`src/rtl/shift_accumulate_unit.sv`:
```
// -----------------------------------------------------------------------------
// shift_accumulate_unit
//
// Sequential accumulator that sits directly after the nibble shift stage. Each
// accepted beat carries one shifted partial product (IX_SL). The beat's term is
// added to the running sum, or subtracted when SUB=1. After NUM_NIBBLES beats
// the completed product is registered into ACC_OUT. It is held there with
// out_valid until the PE output register takes it.
//
// Optional build macro: ACC_SATURATE_EN
//   undefined : accumulation wraps modulo 2^ACC_WIDTH
//   defined   : each add clamps to the signed ACC_WIDTH range on overflow
//   Ports and timing are identical in both builds.
//
// Ports
//   clk        in   rising-edge clock
//   rst        in   asynchronous active-high reset
//   IX_SL      in   [2*WIDTH-1:0] unsigned shifted partial product
//   SUB        in   1 = subtract this beat's term, 0 = add it
//   in_valid   in   IX_SL/SUB valid
//   in_ready   out  beat taken when in_valid & in_ready
//   clear      in   synchronous flush of the in-progress product
//   ACC_OUT    out  [ACC_WIDTH-1:0] completed product, two's complement
//   out_valid  out  ACC_OUT valid
//   out_ready  in   downstream takes ACC_OUT when out_valid & out_ready
//   beat_cnt   out  [LOG2_WIDTH-1:0] beats held for the current product
// -----------------------------------------------------------------------------
module shift_accumulate_unit #(
  parameter int LOG2_WIDTH        = 4,
  parameter int WIDTH             = 2**LOG2_WIDTH,
  parameter int LOG2_NIBBLE_WIDTH = 2,
  parameter int NIBBLE_WIDTH      = 2**LOG2_NIBBLE_WIDTH,
  parameter int NUM_NIBBLES       = (WIDTH/NIBBLE_WIDTH < 1) ? 1 : WIDTH/NIBBLE_WIDTH,
  parameter int ACC_WIDTH         = 2*WIDTH+2
) (
  input  logic                  clk,
  input  logic                  rst,
  input  logic [2*WIDTH-1:0]    IX_SL,
  input  logic                  SUB,
  input  logic                  in_valid,
  output logic                  in_ready,
  input  logic                  clear,
  output logic [ACC_WIDTH-1:0]  ACC_OUT,
  output logic                  out_valid,
  input  logic                  out_ready,
  output logic [LOG2_WIDTH-1:0] beat_cnt
);

  typedef enum logic [1:0] {
    S_IDLE  = 2'd0,
    S_ACCUM = 2'd1,
    S_HOLD  = 2'd2
  } state_e;

  // beat_cnt value at which the next accepted beat finishes the product.
  localparam logic [LOG2_WIDTH-1:0] LAST_CNT = LOG2_WIDTH'(NUM_NIBBLES-1);

  state_e                  state_q, state_d;
  logic [ACC_WIDTH-1:0]    acc_q, acc_d;
  logic [ACC_WIDTH-1:0]    acc_out_q, acc_out_d;
  logic [LOG2_WIDTH-1:0]   cnt_q, cnt_d;

  logic [ACC_WIDTH-1:0]    ix_ext;
  logic [ACC_WIDTH-1:0]    term;
  logic [ACC_WIDTH-1:0]    sum;
  logic                    hold;
  logic                    pop;
  logic                    accept;
  logic                    last;

  // The upper IX_SL bits are dropped when ACC_WIDTH is narrower than the operand.
  logic                    unused_ix;
  assign unused_ix = ^IX_SL;

  // ---------------------------------------------------------------------------
  // Term: the zero-extended operand, negated for a subtract beat.
  // ---------------------------------------------------------------------------
  always_comb begin
    ix_ext = ACC_WIDTH'(IX_SL);
    term   = SUB ? (-ix_ext) : ix_ext;
  end

  // ---------------------------------------------------------------------------
  // Adder. acc_q is always zero in IDLE and HOLD. This means a beat accepted
  // in the same cycle as an output pop starts a fresh product from the term
  // alone.
  // ---------------------------------------------------------------------------
`ifdef ACC_SATURATE_EN
  localparam logic [ACC_WIDTH-1:0] SAT_MAX = {1'b0, {(ACC_WIDTH-1){1'b1}}};
  localparam logic [ACC_WIDTH-1:0] SAT_MIN = {1'b1, {(ACC_WIDTH-1){1'b0}}};

  logic [ACC_WIDTH:0] wide_sum;

  always_comb begin
    // Sign-extend both operands one bit. The top two bits disagree exactly
    // when the signed ACC_WIDTH result has overflowed. The top bit is the
    // true sign, so it selects the clamp direction.
    wide_sum = {acc_q[ACC_WIDTH-1], acc_q} + {term[ACC_WIDTH-1], term};
    if (wide_sum[ACC_WIDTH] != wide_sum[ACC_WIDTH-1]) begin
      sum = wide_sum[ACC_WIDTH] ? SAT_MIN : SAT_MAX;
    end else begin
      sum = wide_sum[ACC_WIDTH-1:0];
    end
  end
`else
  assign sum = acc_q + term;
`endif

  // ---------------------------------------------------------------------------
  // Handshake and next-state logic
  // ---------------------------------------------------------------------------
  always_comb begin
    state_d   = state_q;
    acc_d     = acc_q;
    acc_out_d = acc_out_q;
    cnt_d     = cnt_q;

    hold     = (state_q == S_HOLD);
    pop      = hold & out_ready;
    // in_ready depends only on state, out_ready and clear, never on in_valid.
    // While a result is held, a slot frees up only in the cycle that it is
    // popped.
    in_ready = ~clear & (~hold | out_ready);
    accept   = in_valid & in_ready;
    last     = (cnt_q == LAST_CNT);

    if (pop) begin
      state_d = S_IDLE;
    end

    if (clear) begin
      // Flush the partial product only. A held result still drains through
      // pop.
      acc_d = '0;
      cnt_d = '0;
      if (state_q == S_ACCUM) begin
        state_d = S_IDLE;
      end
    end else if (accept) begin
      if (last) begin
        acc_out_d = sum;
        acc_d     = '0;
        cnt_d     = '0;
        state_d   = S_HOLD;
      end else begin
        acc_d     = sum;
        cnt_d     = cnt_q + 1'b1;
        state_d   = S_ACCUM;
      end
    end
  end

  // ---------------------------------------------------------------------------
  // State registers
  // ---------------------------------------------------------------------------
  always_ff @(posedge clk or posedge rst) begin
    if (rst) begin
      state_q   <= S_IDLE;
      acc_q     <= '0;
      acc_out_q <= '0;
      cnt_q     <= '0;
    end else begin
      state_q   <= state_d;
      acc_q     <= acc_d;
      acc_out_q <= acc_out_d;
      cnt_q     <= cnt_d;
    end
  end

  assign ACC_OUT   = acc_out_q;
  assign out_valid = (state_q == S_HOLD);
  assign beat_cnt  = cnt_q;

endmodule

```
`config.mk`:
```
export PLATFORM = sky130hd
export DESIGN_NAME = shift_accumulate_unit
export DESIGN_NICKNAME = d
export VERILOG_FILES = /design/src/rtl/shift_accumulate_unit.sv
export SDC_FILE = /design/constraint.sdc
export NUM_CORES = 1
export LEC_CHECK = 0
export BUFFER_PORTS_ARGS = -buffer_cell sky130_fd_sc_hd__buf_4
export CAP_MARGIN = 0
export CELL_PAD_IN_SITES_DETAIL_PLACEMENT = 0
export CELL_PAD_IN_SITES_GLOBAL_PLACEMENT = 1
export CORE_AREA = 2 2 122 124
export CTS_BUF_LIST = sky130_fd_sc_hd__clkbuf_8
export DETAILED_ROUTE_END_ITERATION = 12
export DIE_AREA = 0 0 124 126
export PLACE_DENSITY_LB_ADDON = 0.1
export SYNTH_ARGS = -nofsm -noshare
export SYNTH_HDL_FRONTEND = slang
export SYNTH_SLANG_ARGS = --single-unit
```
`constraint.sdc`:
```
create_clock -name clk -period 3.4 [get_ports clk]
set_input_delay 0.68 -clock clk [delete_from_list [all_inputs] [get_ports clk]]
set_output_delay 0.68 -clock clk [all_outputs]
set_load 0.05 [all_outputs]
```
### Word level (Yosys, flattened, before mapping)

Index checks and enable logic that the tools add are counted.
Widths: inputs -> output; s select.

* register bits: 74
* bits of input ports: 38
* output and inout bits: 40
* word-level logic and storage cells: 30

* $add $sub $neg: 3
* equality and inequality tests: 3
* multiplexer cells: 12
* bitwise logic cells: 6
* reductions and logical operators: 2

Operator list (count)
* $mux 34: 4
* $add 34x34->34: 1
* $neg 32->34: 1
* $mux 4: 3
* $mux 2: 5
* $add 4x1->4 const B: 1
* $eq 4x2->1 const B: 1
* $and 1x1->1: 3
* $reduce_and 3->1: 1
* $eq 2x1->1 const B: 1
* $eq 2x2->1 const B: 1
* $not 1->1: 2
* $reduce_bool 2->1: 1
* $or 1x1->1: 1

### Logic depth before layout (Yosys ltp)

* depth after elaboration: 7
* depth in mapped cells: 17
* depth with buffers taken out: 16

### Worst setup path after synthesis

No wires, ideal clock.

* path type: input to register
* start point: in IX_SL[7]
* end point: reg acc_q[31]
* library setup time: 122 ps
* arrival time: 4712 ps
* data required time: 3278 ps
* path slack: -1434 ps
* stages on the path: 15
* path buffers: 1
* path through: or4_4 -> or4_4 -> or3_4 -> or3_4 -> o41ai_2 -> xnor2_1 -> ha_1 -> clkbuf_1 -> a21oi_1 -> nor2_1 -> a2111oi_0 -> o21ai_0 -> nor3_1 -> a21oi_1 -> a32o_1

* cells in the longest elaborated chain, start to end: 6

Ends and longest elaborated chain
* from (decl): line 38 `input logic [2*WIDTH-1:0] IX_SL,`
* $neg 32->34: line 80 `term = SUB ? (-ix_ext) : ix_ext;`
* $mux 34 (*): line 80
* $add 34x34->34 (*): line 106 `assign sum = acc_q + term;`
* $mux 34 (*): line 140 `if (last) begin`
* $mux 34 (*): line 139 `end else if (accept) begin`
* $mux 34 (*): line 131 `if (clear) begin`
* to (signal assigned): line 159 `acc_q <= '0;`
* to (signal assigned): line 164 `acc_q <= acc_d;`
* to (decl): line 59 `logic [ACC_WIDTH-1:0] acc_q, acc_d;`

Every way passes the cells marked *; elsewhere a longest branch is shown, timed or not. The select of a mux whose other input is x is not followed.
A chain may end at the register's enable or synchronous reset.

### Worst setup path after layout

Same ends and word-level chain as after synthesis.

==> key figures <==
GRT
  – M1 GR Usage: 33.6%
  – Largest net degree at the start of global routing: 52
  – Met2 usage: 39.4%
  – Antenna violations before repair: 0
  – First-pass GRT wire length: 29.8 mm
  – Global routing's busiest layer: met2
  – Grt total ovfl: 0
  – Vias in the first global route: 5844
  – Met3 Use GR: 3.40%
  – All-Layer GR Usage: 24.4%

Floorplan
  – Row count: 44
  – Die area: 15600 um2
  – Ports: 78
  – Initial Utilization: 38.4%
  – Die width: 124 um
  – Height of the die: 126 um
  – Core area: 14300 um2

Worst setup path
  – Buf/Inv on CP: 2
  – Slowest cell on the critical path: or4_4
  – WP data arrival: 4.64 ns
  – RR Startpoint: acc_q[0]
  – WS Path Type: in2reg
  – Critical path launch point type: input port
  – Critical path fanouts, max: 5
  – Crit-path max cell delay: 0.52 ns
  – Top delay family on crit path: simple AND/OR/NAND/NOR gates
  – Worst path cell trace: buf_6, or4_4, or4_4, or3_4, or3_4, o41ai_4, xnor2_1, ha_2, a21oi_2, nor2_1, a2111oi_2, buf_4, o21ai_2, nor3_1, mux2i_1, a32o_1
  – CP required: 3.68 ns
  – R2r setup slk: 0.78 ns
  – Crit end category: flop
  – Worst r2r path cells: 12
  – Worst flop-to-flop path endpoint: acc_q[20]

Placed design
  – GP Congestion: 0.899
  – Port bufs: 77
  – Dpl hpwl: 13.9 mm

STA
  – Slew margin rel.: 39.0%
  – Final period utilization: 128%
  – Clock skew: 0.0101 ns
  – Slew Viols, Final: 0
  – Final setup violation count: 44
  – Worst setup margin: -0.963 ns
  – Least-Margin Pin Slew: 0.915 ns
  – Tmin final: 4.36 ns
  – Fin. Hold Viols: 0
  – Unrepaired setup endpoints after global routing: yes
  – Final setup TNS: -27.74 ns
  – Max frequency: 229 MHz

Job
  – Max-Cap Viols: 0

Power and ir drop
  – Net load switching power: 3060 uW
  – Total power: 6630 uW
  – Comb power frac: 67.8%
  – Largest vdd supply drop: 0.000350 V
  – Sequential power share: 20.9%
  – Power Internal: 3560 uW
  – LEAKAGE: 0.00407 uW
  – Sw frac: 46.2%
  – Clock power frac: 11.3%
  – PD cells: 755 nW/um2

Synth
  – Compound-Gate Fraction of Synth Area: 25.2%
  – Number of synthesized flops with an enable pin: 0
  – Main synth FF type: dfrtp_1
  – Post-synthesis mux area share: 2.96%
  – Post-synthesis sequential element count: 74
  – Synthesized area per cell: 8.71 um2
  – Largest family of logic cells by synthesized area: compound AO/OA/AOI/OAI gates
  – Synthesized instance count: 631
  – Register area share after synthesis: 33.7%
  – Synthesized cell area: 5500 um2
  – Yosys cell types: 58
  – Adder-cell share of the synthesized area: 8.33%
  – Async set-or-reset flop fraction in the synthesized netlist: 100%
  – Post-Syn Nets: 705
  – Synth Area in Simple Gates: 18.7%
  – Post-Synth XOR/XNOR Area: 7.81%
  – Synth warnings: 0

Routing
  – Post-route antenna net violation count: 0
  – # DRC: 0
  – Wirelength per Cell: 17.4 um
  – Total iterations of the first detailed-routing run: 5
  – Vias: 5842
  – DRT iter0 DRCs: 250
  – Drt total wl: 18.7 mm
  – Avg Vias per Cell: 5.44

Worst hold path
  – HP Class: in2async

CTS
  – Root Buffer: clkbuf_8
  – H-tree depth: 3
  – Clock Latency Late Sink: 0.38 ns
  – TritonCTS Buffers: 9
  – TritonCTS clock tree: yes
  – Clk sinks: 74
  – Clk buf depth: 2
  – Clk slew on worst S/H paths: 0.09 ns

Final layout
  – Most frequent cells in the layout: 254 x buf_4, 77 x nand2_1, 74 x dfrtp_1, 35 x o21ai_0, 34 x xnor2_1
  – Area grow syn2layout: 59.7%
  – Layout cell share with drive strength beyond 1: 48.3%
  – Ant diodes: 0
  – Commonest non-fill, non-tap cell in the layout: buf_4
  – Nets: 959

Status
  – Violated checks: setup timing
  – Status: finished, violations left
-- layer usage --
metal,wire [um],part of all wire (%)
met5,0,0
met4,383,2.0
met3,868,4.6
met2,8990,48
met1,8460,45
-- layout make-up --
| class | instances | area [um2] |
|---|---|---|
| clock buffer | 10 | 138 |
| clock inverter | 6 | 71.3 |
| fill | 1242 | 5540 |
| inverter | 16 | 61.3 |
| multi-input combinational | 511 | 4290 |
| sequential | 74 | 1850 |
| tap | 184 | 230 |
| timing repair buffer | 273 | 2130 |
-- cell families after synthesis --
group,count (synthesis)
AO/OA/AOI/OAI,206
flip-flops,74
multiplexers,15
AND/OR/NAND/NOR,205
XOR/XNOR,49
adder cells (fa/ha/maj),36
buffers and inverters,46
-- stage by stage --
step | hold WS [ns] | setup slack, ns | utilization (%) | cells | cell area, um2
after floorplan | 0.455 | -1.06 | - | 631 | 5600
after global placement | 0.462 | -1.44 | 52.7 | 1032 | 7550
after detailed placement | 0.468 | -1.50 | 52.7 | 1032 | 7550
after CTS | 0.484 | -0.936 | 58.7 | 1066 | 8400
after global routing | 0.501 | -1.13 | 61.3 | 1074 | 8780
final | 0.460 | -0.963 | 61.3 | 1074 | 8780
-- worst max-delay path by stage --
stage	end	startpoint	depth (start not counted)	slack, ns
floorplan	acc_q[31]	IX_SL[7]	15	-1.06
global placement	ACC_OUT[27]	IX_SL[3]	15	-1.44
detailed placement	ACC_OUT[28]	IX_SL[7]	13	-1.50
CTS	acc_q[33]	IX_SL[7]	16	-0.94
global route	acc_q[33]	IX_SL[7]	16	-1.13
finish	acc_q[31]	IX_SL[7]	16	-0.96
-- timing repair --
item | CTS | global route
pin swaps | 51 | 55
hold buffers | 0 | 0
setup buffers | 18 | 9
gates resized for setup | 104 | 65
endpoints found under the setup margin | 44 | 47
-- Yosys cell counts, types with 3 or more instances --
library cell / number / area (um2)
nor3b_1: 3 / 22.5
o211ai_1: 3 / 22.5
nor2b_1: 4 / 25.0
xnor2_1: 41 / 359
and3_1: 3 / 18.8
a22oi_1: 3 / 22.5
xor2_1: 8 / 70.1
a31oi_1: 5 / 31.3
a31o_2: 5 / 43.8
a22o_1: 17 / 149
a21boi_0: 3 / 22.5
nand4_1: 8 / 50.1
o21bai_1: 5 / 37.5
o31ai_1: 16 / 120
a21o_1: 8 / 60.1
or4_4: 5 / 56.3
ha_1: 35 / 438
mux2_2: 10 / 113
and4_1: 3 / 26.3
nor2_1: 25 / 93.8
nand2_1: 90 / 338
o21a_1: 10 / 75.1
a32o_1: 5 / 50.1
a21oi_1: 39 / 195
or4_1: 8 / 60.1
mux2i_1: 5 / 50.1
a211oi_1: 9 / 67.6
clkbuf_1: 28 / 105
dfrtp_1: 74 / 1850
o41ai_1: 4 / 35.0
o21ai_1: 4 / 20.0
nand3_1: 10 / 50.1
o21ai_0: 55 / 275
nor3_1: 14 / 70.1
nand2b_1: 5 / 31.3
inv_1: 16 / 60.1
and2_1: 9 / 56.3
or3_1: 11 / 68.8
-- registers in the layout, indices dropped and copies added, names as in the netlist --
register  cells
beat_cnt      4
acc_q        34
state_q       2
ACC_OUT      34
-- power by group through the flow --
stage / logic [uW] / clock network [uW] / registers, uW
6_report: 4490 / 747 / 1390
5_1_grt: 4830 / 808 / 1430
4_1_cts: 4180 / 769 / 1380
3_5_place_dp: 3740 / 0 / 1400
3_3_place_gp: 3700 / 0 / 1380
2_1_floorplan: 1630 / 0 / 1980
Note: power is estimated with default switching activity, not from simulation.
